===== src/rtl/cnn_argmax_classifier.sv =====
// Streaming argmax back-end: collects one signed score per class, publishes the
// winning class index and score with a one-cycle strobe, counts frames, flags bad lengths.
module cnn_argmax_classifier #(
   parameter int unsigned N_CLASSES = 10,
   parameter int unsigned SCORE_W   = 16,
   parameter int unsigned CAT_W     = 4,
   parameter int unsigned CNT_W     = 16,
   parameter bit          TIE_HIGH  = 1'b0
) (
   input  logic               clk,
   input  logic               reset,
   input  logic               start,
   input  logic               score_valid,
   output logic               score_ready,
   input  logic [SCORE_W-1:0] score_data,
   input  logic               score_last,
   output logic [CAT_W-1:0]   category,
   output logic [SCORE_W-1:0] max_score,
   output logic               one_end,
   output logic               busy,
   output logic [CNT_W-1:0]   frame_cnt,
   output logic               err_len
);

   typedef enum logic [1:0] {S_IDLE, S_COLLECT, S_DONE} state_t;

   state_t state, state_next;

   logic [CAT_W-1:0]          idx;
   logic [CAT_W-1:0]          best_idx;
   logic signed [SCORE_W-1:0] best;
   logic                      first;

   logic                      accept_c;
   logic                      at_end_c;
   logic                      frame_end_c;
   logic                      len_bad_c;
   logic                      take_c;
   logic signed [SCORE_W-1:0] score_s_c;
   logic signed [SCORE_W-1:0] best_next_c;
   logic [CAT_W-1:0]          best_idx_next_c;

   logic                      ready_d;
   logic                      busy_d;
   logic                      one_end_d;

   // Per-beat compare; the first-beat flag avoids needing a most-negative sentinel.
   always_comb begin
      score_s_c       = score_data;
      accept_c        = (state == S_COLLECT) && score_valid;
      at_end_c        = (idx == CAT_W'(N_CLASSES - 1));
      frame_end_c     = accept_c && (at_end_c || score_last);
      len_bad_c       = accept_c && (at_end_c != score_last);
      take_c          = first || (score_s_c > best) || (TIE_HIGH && (score_s_c == best));
      best_next_c     = best;
      best_idx_next_c = best_idx;
      if (accept_c && take_c) begin
         best_next_c     = score_s_c;
         best_idx_next_c = idx;
      end
   end

   always_ff @(posedge clk) begin
      if (reset) state <= S_IDLE;
      else       state <= state_next;
   end

   always_comb begin
      state_next = state;
      case (state)
         S_IDLE:    if (start) state_next = S_COLLECT;
         S_COLLECT: if (frame_end_c) state_next = S_DONE;
         S_DONE:    state_next = S_IDLE;
         default:   state_next = S_IDLE;
      endcase
   end

   // Output decode from the next state so the registered outputs line up with the state.
   always_comb begin
      ready_d   = 1'b0;
      busy_d    = 1'b0;
      one_end_d = 1'b0;
      case (state_next)
         S_COLLECT: begin
            ready_d = 1'b1;
            busy_d  = 1'b1;
         end
         S_DONE: begin
            busy_d    = 1'b1;
            one_end_d = 1'b1;
         end
         default: ;
      endcase
   end

   always_ff @(posedge clk) begin
      if (reset) begin
         score_ready <= 1'b0;
         busy        <= 1'b0;
         one_end     <= 1'b0;
         category    <= '0;
         max_score   <= '0;
         frame_cnt   <= '0;
         err_len     <= 1'b0;
         idx         <= '0;
         best_idx    <= '0;
         best        <= '0;
         first       <= 1'b0;
      end else begin
         score_ready <= ready_d;
         busy        <= busy_d;
         one_end     <= one_end_d;
         if (state == S_IDLE && start) begin
            idx   <= '0;
            first <= 1'b1;
         end else if (accept_c) begin
            idx      <= idx + CAT_W'(1);
            first    <= 1'b0;
            best     <= best_next_c;
            best_idx <= best_idx_next_c;
         end
         // Result is captured as the final beat lands so it is visible with one_end.
         if (frame_end_c) begin
            category  <= best_idx_next_c;
            max_score <= best_next_c;
            frame_cnt <= frame_cnt + CNT_W'(1);
         end
         if (len_bad_c) err_len <= 1'b1;
      end
   end

endmodule


===== config.mk =====
export PLATFORM = sky130hd
export DESIGN_NAME = cnn_argmax_classifier
export DESIGN_NICKNAME = d
export VERILOG_FILES = /design/src/rtl/cnn_argmax_classifier.sv
export SDC_FILE = /design/constraint.sdc
export NUM_CORES = 1
export LEC_CHECK = 0
export CORE_UTILIZATION = 30
export CTS_BUF_LIST = sky130_fd_sc_hd__clkbuf_2 sky130_fd_sc_hd__clkbuf_4 sky130_fd_sc_hd__clkbuf_8
export CTS_CLUSTER_SIZE = 40
export DETAILED_ROUTE_END_ITERATION = 8
export REMOVE_ABC_BUFFERS = 1
export SYNTH_ARGS = -nofsm -noshare
export SYNTH_HDL_FRONTEND = slang
export SYNTH_SLANG_ARGS = --single-unit
export TNS_END_PERCENT = 100

===== constraint.sdc =====
create_clock -name clk -period 6.3 [get_ports clk]
set_input_delay 0.945 -clock clk [delete_from_list [all_inputs] [get_ports clk]]
set_output_delay 0.945 -clock clk [all_outputs]
set_load 0.1 [all_outputs]

# Yosys cells after proc, flatten, opt, wreduce, memory -nomap -nowiden

Cells that the tools add are included.

Magnitude comparators: 1
Div/mod/pow operators: 0
$mul: 0
Shift operators: 0
Reductions and logical operators: 12
Add/sub/neg operators: 2
Equal/unequal tests: 5
Multiplexer cells: 10
Bitwise logic cells: 1

Operators by type and width:

| kind                    | number |
|---|---|
| $add A16 B1 Y16 const B | 1 |
| $gt A16 B16 Y1          | 1 |
| $mux W16                | 1 |
| $logic_and A1 B1 Y1     | 5 |
| $mux W1                 | 5 |
| $add A4 B1 Y4 const B   | 1 |
| $eq A2 B1 Y1 const B    | 2 |
| $eq A4 B4 Y1 const B    | 1 |
| $mux W2                 | 2 |
| $mux W4                 | 1 |
| $pmux W2 S2             | 1 |
| $reduce_or A2 Y1        | 2 |
| $eq A2 B2 Y1 const B    | 1 |
| $logic_not A2 Y1        | 1 |
| $logic_or A1 B1 Y1      | 2 |
| $reduce_and A2 Y1       | 1 |
| $reduce_bool A2 Y1      | 1 |
| $ne A1 B1 Y1            | 1 |
| $not A1 Y1              | 1 |

Input port bits: 21
Latch bits: 0
Memories kept: 0
Word-level logic and storage cells: 43
ROM bits: 0
Bits in registers: 67
RAM bits: 0

# Logic depth before layout (Yosys ltp)

Depth after elaboration: 8
Gate-level depth with buffers: 11
Mapped depth without buffers: 11

# Least setup slack after synthesis

Ideal clock, no wire load.

Path type: input to register
Start: in score_data[15]
End: reg category[0]
Data arrival time: 2782 ps
Data required time: 6211 ps
Buffers on the path: 2
Stages: 9
Slack: 3430 ps
Cells stage by stage: ha_1 -> and4_4 -> or4b_1 -> o211ai_2 -> or2_1 -> buf_4 -> buf_8 -> o211ai_2 -> a311oi_2

Longest elaborated chain between the ends: 4

Ends and longest elaborated chain:

| item                 | line | RTL |
|---|---|---|
| from (decl)          | 15   | `input logic [SCORE_W-1:0] score_data,` |
| $gt A16 B16 Y1       | 54   | `take_c = first \|\| (score_s_c > best) \|\| (TIE_HIGH && (score_s_c == best));` |
| $logic_or A1 B1 Y1   | 54   |  |
| $logic_and A1 B1 Y1  | 57   | `if (accept_c && take_c) begin` |
| $mux W4              | 57   |  |
| to (signal assigned) | 124  | `category <= best_idx_next_c;` |
| to (decl)            | 17   | `output logic [CAT_W-1:0] category,` |

No other way between the ends.
A chain may end at the register's enable or synchronous reset.

# Worst setup path after layout

Start: in score_data[15]
End: reg max_score[1]

Longest elaborated chain between the ends: 4

Ends and longest elaborated chain:

| item                 | line | RTL |
|---|---|---|
| $gt A16 B16 Y1       | 54   |  |
| $logic_or A1 B1 Y1   | 54   |  |
| $logic_and A1 B1 Y1  | 57   |  |
| $mux W16             | 57   |  |
| to (signal assigned) | 125  | `max_score <= best_next_c;` |
| to (decl)            | 18   | `output logic [SCORE_W-1:0] max_score,` |

No other way between the ends.

==> metrics.txt <==
Initial Util=31.2%; ys async rst share=0%; filler cell count=1171; Comb power frac=22.2%; P_sw=0.368 mW; first drt pass iteration count=6; fmax=258 MHz; outcome=finished with violations; worst hold margin=0.483 ns; global-route usage over all layers=14.4%; top cells by area, synth=dfxtp_1 (37%), a311oi_2 (8.3%), ha_1 (7.6%); Core ar.=0.0116 sq mm; Routed Wire Length=8840 um; Mapped Cells=383; power per cell area=253 mW/mm^2; final hold vios=0; hold_buf cts=0; initial antenna violation count=0; # rows=39; cell internal pwr=0.769 mW; Finish-stage setup viols=0; failing checks=design-rule violations; Port Buffers=60; Routed Antenna Nets=0; Tightest Pin Transition=1.24 ns; crit-path cells=clkdlybuf4s50_1 -> ha_1 -> and4_4 -> or4b_1 -> o211ai_2 -> or2_1 -> buf_4 -> o211ai_2 -> a311oi_2; number of global-route vias before repair=2928; Residual DRC=5; Root Buffer Master=clkbuf_8; slew margin rel.=17.3%; placed cells=559; via count=3031; n_diodes=0; Crit Path Class=in -> reg; RSZ-0062 raised after global routing=false; drt wl/cell=15.4 um; total CTS buffers=9; clock power share=37.4%; commonest non-fill, non-tap cell in the layout=dfxtp_1; CP required=6.55 ns; initial detailed-routing violation count=161; Ports=61; Post-synth EDFFs=0; CTS tree=built; CP delay by family, top=simple AND/OR/NAND/NOR gates; first-pass GRT wire length=14500 um; Layout area overhead=24.2%; Hold WC Path Type=reg -> reg; gpl congestion=0.765; Mapped Area=0.00362 sq mm; Top FF cell, synth=dfxtp_1; grt ovf=0; clock latency at the later pin of the worst-skew pair=0.34 ns; cell mode on critical path=o211ai_2; maxcap violations=0; Multi-input gate area=0.00202 sq mm; switching share of power=32.4%; Startpoint Class=input pin; Reg area=0.00134 sq mm; Syn Area/Cell=9.46 sq um; count of pins over their slew limit=0; Final Skew=0.0128 ns; post-synthesis sequential area ratio=37.0%; most frequent cells in the layout=dfxtp_1 (67), clkdlybuf4s50_1 (59), nor2_1 (42), a21oi_1 (33), o21ai_0 (24); Synth warnings=0; dpl hpwl=5850 um; final non-filler cell total=575; Worst Setup End Kind=flip-flop; CTS sink cnt=67; critical path peak fanout=27; number of synthesized register bits=67; Bufs and invs on worst path=2; post-cts sizing count=0; sequential power share=40.3%; Synth top area share=37.0%; Die Y=112 um; die area=0.0125 sq mm; leakage power=1.52 nW; maximum root-to-sink buffer count=2; max incr delay on CP=0.54 ns; Post-CTS Setup Bufs=0; crit share post-route=61.6%; CTS clk-pin slew, worst paths=0.07 ns; routed vias/inst=5.27; maximum vdd drop=0.117 mV; H-Tree Depth=3; Synth cell types=44; pin count of the biggest net entering global routing=65; Slowest-stage cell, CP=or2_1; Worst Path Arrival=4.13 ns; Die X=112 um; area leader, netlist=dfxtp_1; share of cells above drive strength 1=16.9%; Setup Total Neg Slack=0 ns; Final Critical Period=3.88 ns; nets=470
## worst min-delay path, cell delays in order, from the launching register on
cell	delay [ns]
dfxtp_1	0.31
o2111ai_1	0.06
a21oi_1	0.06
## flip-flops by register name, indices dropped and copies added, names as in the netlist
name / flops
busy: 1
frame_cnt: 16
idx: 4
err_len: 1
max_score: 16
best_idx: 4
state: 2
one_end: 1
category: 4
score_ready: 1
best: 16
first: 1
## cell families (layout without fill, tap and decap cells)
family | Yosys count | count (layout) | synth area share, %
fa+ha+maj | 22 | 22 | 7.60
buf+inv | 56 | 105 | 7.22
flops | 67 | 67 | 37.0
simple gates | 93 | 93 | 13.1
xor+xnor | 14 | 14 | 3.38
compound gates | 131 | 131 | 31.7
## worst paths after layout
path,startpoint,endpoint,slack [ns],depth (start not counted)
max,score_data[15],max_score[1],2.42,9
min,best_idx[1],best_idx[1],0.48,2
max reg2reg,idx[0],frame_cnt[15],2.97,9
min reg2reg,best_idx[1],best_idx[1],0.48,2
## Yosys cell counts (all sizes together) (8+ instances only)
cell type / count
ha: 22
a311oi: 20
o21ai: 24
or3: 8
dfxtp: 67
nor2: 43
nand2: 15
a21oi: 33
inv: 25
o2111ai: 21
xor2: 11
buf: 17
o211ai: 22
clkbuf: 14
## routing by layer
metal	wire length [um]	track usage (%)
met1	4330	19.2
met2	4020	22.1
met3	298	3.10
met4	201	6.76
met5	0	0
## stage by stage
step                      setup WS (ns)  utilization, %  area, sq um  total power, mW
after floorplan                    2.41               -         3460            0.640
after global placement             2.17            36.7         4260            0.719
after detailed placement           2.10            36.7         4260            0.722
after CTS                          2.44            38.8         4500             1.15
after global routing               2.31            38.8         4500             1.19
final                              2.42            38.8         4500             1.14
## layout make-up
type                       count  share of cell area [%]
timing repair buffer          64                    13.9
clock inverter                 5                    1.89
clock buffer                  11                    3.36
tap                          143                    3.98
multi-input combinational    260                    45.0
inverter                      25                    2.09
sequential                    67                    29.8
## power by group through the flow
stage	clock network (mW)	registers [mW]	logic (mW)
after global routing	0.453	0.461	0.273
final	0.425	0.458	0.253
after detailed placement	0	0.468	0.253
after floorplan	0	0.520	0.120
after global placement	0	0.468	0.251
after CTS	0.435	0.459	0.254
No activity file was read; power rests on OpenSTA's default activity.
